==> config.mk <==
export PLATFORM = sky130hd
export DESIGN_NAME = pr_rank_sorter
export DESIGN_NICKNAME = d
export VERILOG_FILES = /design/src/rtl/pr_rank_sorter.sv
export SDC_FILE = /design/constraint.sdc
export NUM_CORES = 2
export LEC_CHECK = 0
export ABC_AREA = 0
export CAP_MARGIN = 20
export CORE_MARGIN = 2
export CORE_UTILIZATION = 35
export DETAILED_ROUTE_END_ITERATION = 6
export PLACE_DENSITY_LB_ADDON = 0.2
export SLEW_MARGIN = 20
export SYNTH_ARGS = -nofsm -noshare
export SYNTH_HDL_FRONTEND = slang
export SYNTH_SLANG_ARGS = --single-unit
==> constraint.sdc <==
create_clock -name clk -period 8.5 [get_ports clk]
set_input_delay 0.85 -clock clk [delete_from_list [all_inputs] [get_ports clk]]
set_output_delay 0.85 -clock clk [all_outputs]
set_load 0.02 [all_outputs]
==> src/rtl/pr_rank_sorter.sv <==
// Snapshot N rank values, sort descending (ties: ascending node index), stream them out.
// Latency: N+1 cycles from the start edge to the first out_valid; one element per accepted transfer.
// Backpressure: out_ready low holds the current element stable; no bubbles and no combinational ready->valid path.
module pr_rank_sorter #(
    parameter int N     = 16,
    parameter int WIDTH = 16,
    parameter int IDXW  = 4
) (
    input  logic                 clk,
    input  logic                 reset,
    input  logic                 start,
    input  logic [N*WIDTH-1:0]   nodeVal,
    output logic                 busy,
    output logic                 out_valid,
    input  logic                 out_ready,
    output logic [WIDTH-1:0]     out_val,
    output logic [IDXW-1:0]      out_idx,
    output logic                 out_last,
    output logic                 done
);

    typedef enum logic [1:0] {IDLE, SORT, EMIT} state_t;

    localparam logic [IDXW-1:0] LAST = IDXW'(N - 1);

    state_t              state_q;
    logic [IDXW-1:0]     pass_q;
    logic [IDXW-1:0]     ptr_q;
    logic [IDXW-1:0]     ptr_nxt;
    logic [WIDTH-1:0]    val_q [N];
    logic [IDXW-1:0]     idx_q [N];
    logic [WIDTH-1:0]    val_d [N];
    logic [IDXW-1:0]     idx_d [N];
    logic                busy_q;
    logic                out_valid_q;
    logic [WIDTH-1:0]    out_val_q;
    logic [IDXW-1:0]     out_idx_q;
    logic                out_last_q;
    logic                done_q;

    assign ptr_nxt = ptr_q + 1'b1;

    // One odd-even transposition pass over the slot array; pass parity picks the pairing.
    always_comb begin
        for (int k = 0; k < N; k++) begin
            val_d[k] = val_q[k];
            idx_d[k] = idx_q[k];
        end
        for (int a = 0; a < N - 1; a++) begin
            if (((a % 2) == int'(pass_q[0])) && ((a + 1) < (N - int'(pass_q[0])))) begin
                // Lower slot must hold the larger value; equal values keep the lower index first.
                if ((val_q[a] < val_q[a+1]) ||
                    ((val_q[a] == val_q[a+1]) && (idx_q[a] > idx_q[a+1]))) begin
                    val_d[a]   = val_q[a+1];
                    idx_d[a]   = idx_q[a+1];
                    val_d[a+1] = val_q[a];
                    idx_d[a+1] = idx_q[a];
                end
            end
        end
    end

    // Control FSM, slot array and registered stream outputs.
    always_ff @(posedge clk) begin
        if (!reset) begin
            state_q     <= IDLE;
            pass_q      <= '0;
            ptr_q       <= '0;
            busy_q      <= 1'b0;
            out_valid_q <= 1'b0;
            out_val_q   <= '0;
            out_idx_q   <= '0;
            out_last_q  <= 1'b0;
            done_q      <= 1'b0;
            for (int k = 0; k < N; k++) begin
                val_q[k] <= '0;
                idx_q[k] <= '0;
            end
        end else begin
            done_q <= 1'b0;
            case (state_q)
                IDLE: begin
                    if (start) begin
                        for (int k = 0; k < N; k++) begin
                            val_q[k] <= nodeVal[k*WIDTH +: WIDTH];
                            idx_q[k] <= IDXW'(k);
                        end
                        pass_q  <= '0;
                        busy_q  <= 1'b1;
                        state_q <= SORT;
                    end
                end
                SORT: begin
                    for (int k = 0; k < N; k++) begin
                        val_q[k] <= val_d[k];
                        idx_q[k] <= idx_d[k];
                    end
                    if (pass_q == LAST) begin
                        state_q <= EMIT;
                        ptr_q   <= '0;
                    end else begin
                        pass_q <= pass_q + 1'b1;
                    end
                end
                EMIT: begin
                    if (!out_valid_q) begin
                        // First EMIT cycle: present the head of the sorted list.
                        out_valid_q <= 1'b1;
                        out_val_q   <= val_q[ptr_q];
                        out_idx_q   <= idx_q[ptr_q];
                        out_last_q  <= (ptr_q == LAST);
                    end else if (out_ready) begin
                        if (ptr_q == LAST) begin
                            state_q     <= IDLE;
                            out_valid_q <= 1'b0;
                            out_last_q  <= 1'b0;
                            busy_q      <= 1'b0;
                            done_q      <= 1'b1;
                        end else begin
                            ptr_q      <= ptr_nxt;
                            out_val_q  <= val_q[ptr_nxt];
                            out_idx_q  <= idx_q[ptr_nxt];
                            out_last_q <= (ptr_nxt == LAST);
                        end
                    end
                end
                default: state_q <= IDLE;
            endcase
        end
    end

    assign busy      = busy_q;
    assign out_valid = out_valid_q;
    assign out_val   = out_val_q;
    assign out_idx   = out_idx_q;
    assign out_last  = out_last_q;
    assign done      = done_q;

endmodule

==> impl_metrics.toml <==
[pwr]
p_per_area_nw_per_um2 = 191
peakVddDrop_v = 0.000114
power_mw = 7.12
p_leak_nw = 15.1

[clock_tree]
ctsHoldBuffers = 0
clkLatencyLatePin_ps = 610
cts_repair_resize_count = 0
cts-root-buf = "clkbuf_16"
htree_num_levels = 2
cts_buffers = 47
cts_setup_buffers = 0
cts_sinks = 358
cts_tree = "built"
clk_path_buf_depth = 3
path_clk_slew_ps = 70

[cells_and_area]
syn_to_final_growth_pct = 17.1
mostFrequentLayoutCell = "mux2i_1"
regArea_um2 = 10300
post-route-cell-area_um2 = 37300
post_route_cells_drive_above_1_share_pct = 10.7
final_cell_mix = "mux2i_1, edfxtp_1, inv_1"
fillers = 8680
multiInputGateArea_um2 = 19600
nets = 3750

[grt]
grt_overflow_total = 0
grt_pass1_vias = 26101
antenna_found_initial = 5
grt_max_degree = 101
grt_first_pass_wirelength_um = 185000
track_usage_pct = 26.7

[floorplan]
fp-row-count = 110
die_w_um = 306
dieArea_um2 = 93400
boundaryPins = 284
dieHeight_um = 306
initial_core_util_pct = 35.4
coreArea_um2 = 90000

[worst_setup_path]
crit_path_max_incr_delay_ps = 790
cp.arrival_ps = 4470
path_common_cell = "mux4_2"
crit_required_ps = 8940
crit_chain = "inv_1, ha_4, buf_4, mux4_2, mux4_2, mux2i_1, a21oi_1"
path_depth = 7
ff2ff_setup_slack_ps = 4460
rr_worst_depth = 7
cp_max_fo = 43
critPathLaunchType = "flip-flop"
cp_slowest_cell = "dfxtp_4"
critical_path_class = "flip-flop to flip-flop"
path_buf_inv = 2
cp-end-kind = "flip-flop"
critPathTopFamily = "multiplexers"

[timing]
fmax_ghz = 0.248
finalCriticalPeriod_ps = 4040
finClkSkew_ps = 27.4
finalMaxSlewViolations = 0
setup_tns_ps = 0
max_slew.worst_pin.slew_ps = 1050
rsz0062_at_grt = "no"
hold_viol_final = 0
setup_viol = 0
post-route-period-util_pct = 47.5
slew_headroom_pct = 30.0

[synth]
synthArstFlopShare_pct = 0
syn-instance-count = 3032
synth_nets = 3595
synth.avg_cell_area_um2 = 10.5
yosysSeqAreaShare_pct = 32.5
synth_warnings = 0
synth-main-ff-cell = "edfxtp_1"
netlist_area_um2 = 31800
ys_types = 67
ys_ff_latch = 358
synth_edf_count = 316

[placed_design]
dp.final_hpwl_um = 94300
placed_cell_area_um2 = 35700
io_buffers = 283
gp_congestion = 0.917

[route]
drt_first_pass_iters = 6
routed_via_density = 6.20
wl_per_cell_um = 29.1
finalWirelength_um = 128000
drc = 0
num_vias = 27282
drt_iter0_drc = 3172
antenna_left = 0

[worst_hold_path]
holdCritPathClass = "flip-flop to flip-flop"
whs_path_depth = 2

[flow_run]
maxCapViolCount = 0

[outcome]
status = "completed"
==> final timing paths <==
kind                   from          end
hold / removal    pass_q[1]    pass_q[1]
setup / recovery   ptr_q[0]  out_val[13]
hold reg to reg   pass_q[1]    pass_q[1]
setup reg to reg   ptr_q[0]  out_val[13]
==> final cells by class <==
class                      count  share of cell area [%]
timing repair buffer         322                    8.45
multi-input combinational   2142                    52.6
inverter                     316                    3.18
clock buffer                  57                    3.42
clock inverter                28                   0.671
antenna                        1                 0.00671
sequential                   358                    27.7
tap                         1176                    3.95
==> sequential cells by signal, summed over array words and instances, names as in the netlist, named ones only <==
signal and cells:
out_valid 1, done 1, idx_q 64, out_val 16, out_last 1, busy 1, val_q 256, pass_q 4
out_idx 4, ptr_q 4, state_q 2
==> worst min-delay path: stages (launching register included) <==
cell	delay [ps]
dfxtp_1	330
nand2b_1	70
a21oi_1	50
==> cell usage after synthesis (3+ instances only) <==
master / n / area [um^2]
a21oi_1: 245 / 1230
o21a_1: 16 / 120
ha_1: 303 / 3790
o22ai_1: 6 / 37.5
a221oi_1: 5 / 43.8
o211ai_1: 50 / 375
o21ai_0: 191 / 956
a211o_1: 3 / 26.3
nand2_1: 105 / 394
buf_6: 3 / 33.8
and2_1: 6 / 37.5
nor4_1: 5 / 31.3
dfxtp_1: 42 / 841
o221ai_1: 32 / 280
a32oi_1: 32 / 280
a2111oi_0: 7 / 61.3
nand2b_1: 15 / 93.8
or2_2: 3 / 18.8
mux2i_1: 330 / 3300
buf_2: 65 / 325
nor3_1: 12 / 60.1
buf_1: 13 / 48.8
clkbuf_1: 132 / 495
o2111ai_1: 3 / 26.3
a21boi_0: 8 / 60.1
mux4_2: 200 / 4500
nand4_1: 94 / 588
a31oi_1: 8 / 50.1
a211oi_1: 16 / 120
edfxtp_1: 316 / 9490
a22oi_1: 17 / 128
nor2b_1: 28 / 175
a22o_1: 98 / 858
nor2_1: 100 / 375
or3_1: 3 / 18.8
o31ai_1: 7 / 52.6
inv_1: 315 / 1180
a2111o_1: 3 / 33.8
o211a_1: 5 / 50.1
nand3_1: 97 / 485
a21o_1: 52 / 390
and3_1: 12 / 75.1
==> per-layer routing <==
layer | wire length [um] | global-route usage (%)
met4 | 5300 | 9.70
met3 | 11100 | 5.15
met5 | 23 | 0
met1 | 53200 | 36.3
met2 | 58400 | 42.3
==> power breakdown <==
group / switching (mW) / internal (mW) / leakage, nW
clock network: 0.869 / 1.19 / 0.761
logic: 1.29 / 1.06 / 10.5
registers: 0.546 / 2.17 / 3.88
==> stage by stage <==
step	util, %	worst slack, ps	std cells	hold slack, ps
global placement	39.7	4400	4312	483
global route	41.4	4290	4399	525
detailed placement	39.7	4310	4313	485
finish	41.4	4460	4400	493
floorplan	-	3350	3032	463
CTS	41.4	4460	4398	496
==> kinds of logic after synthesis <==
group	Yosys count	share of synthesized area [%]
buffers and inverters	532	6.63
muxes	531	24.6
adders and majority gates	303	11.9
and+or+nand+nor	486	7.56
AOI/OAI and AO/OA	820	16.8
xor gates and xnor gates	2	0.0551
DFF	358	32.5
No activity file was read; power rests on OpenSTA's default activity.
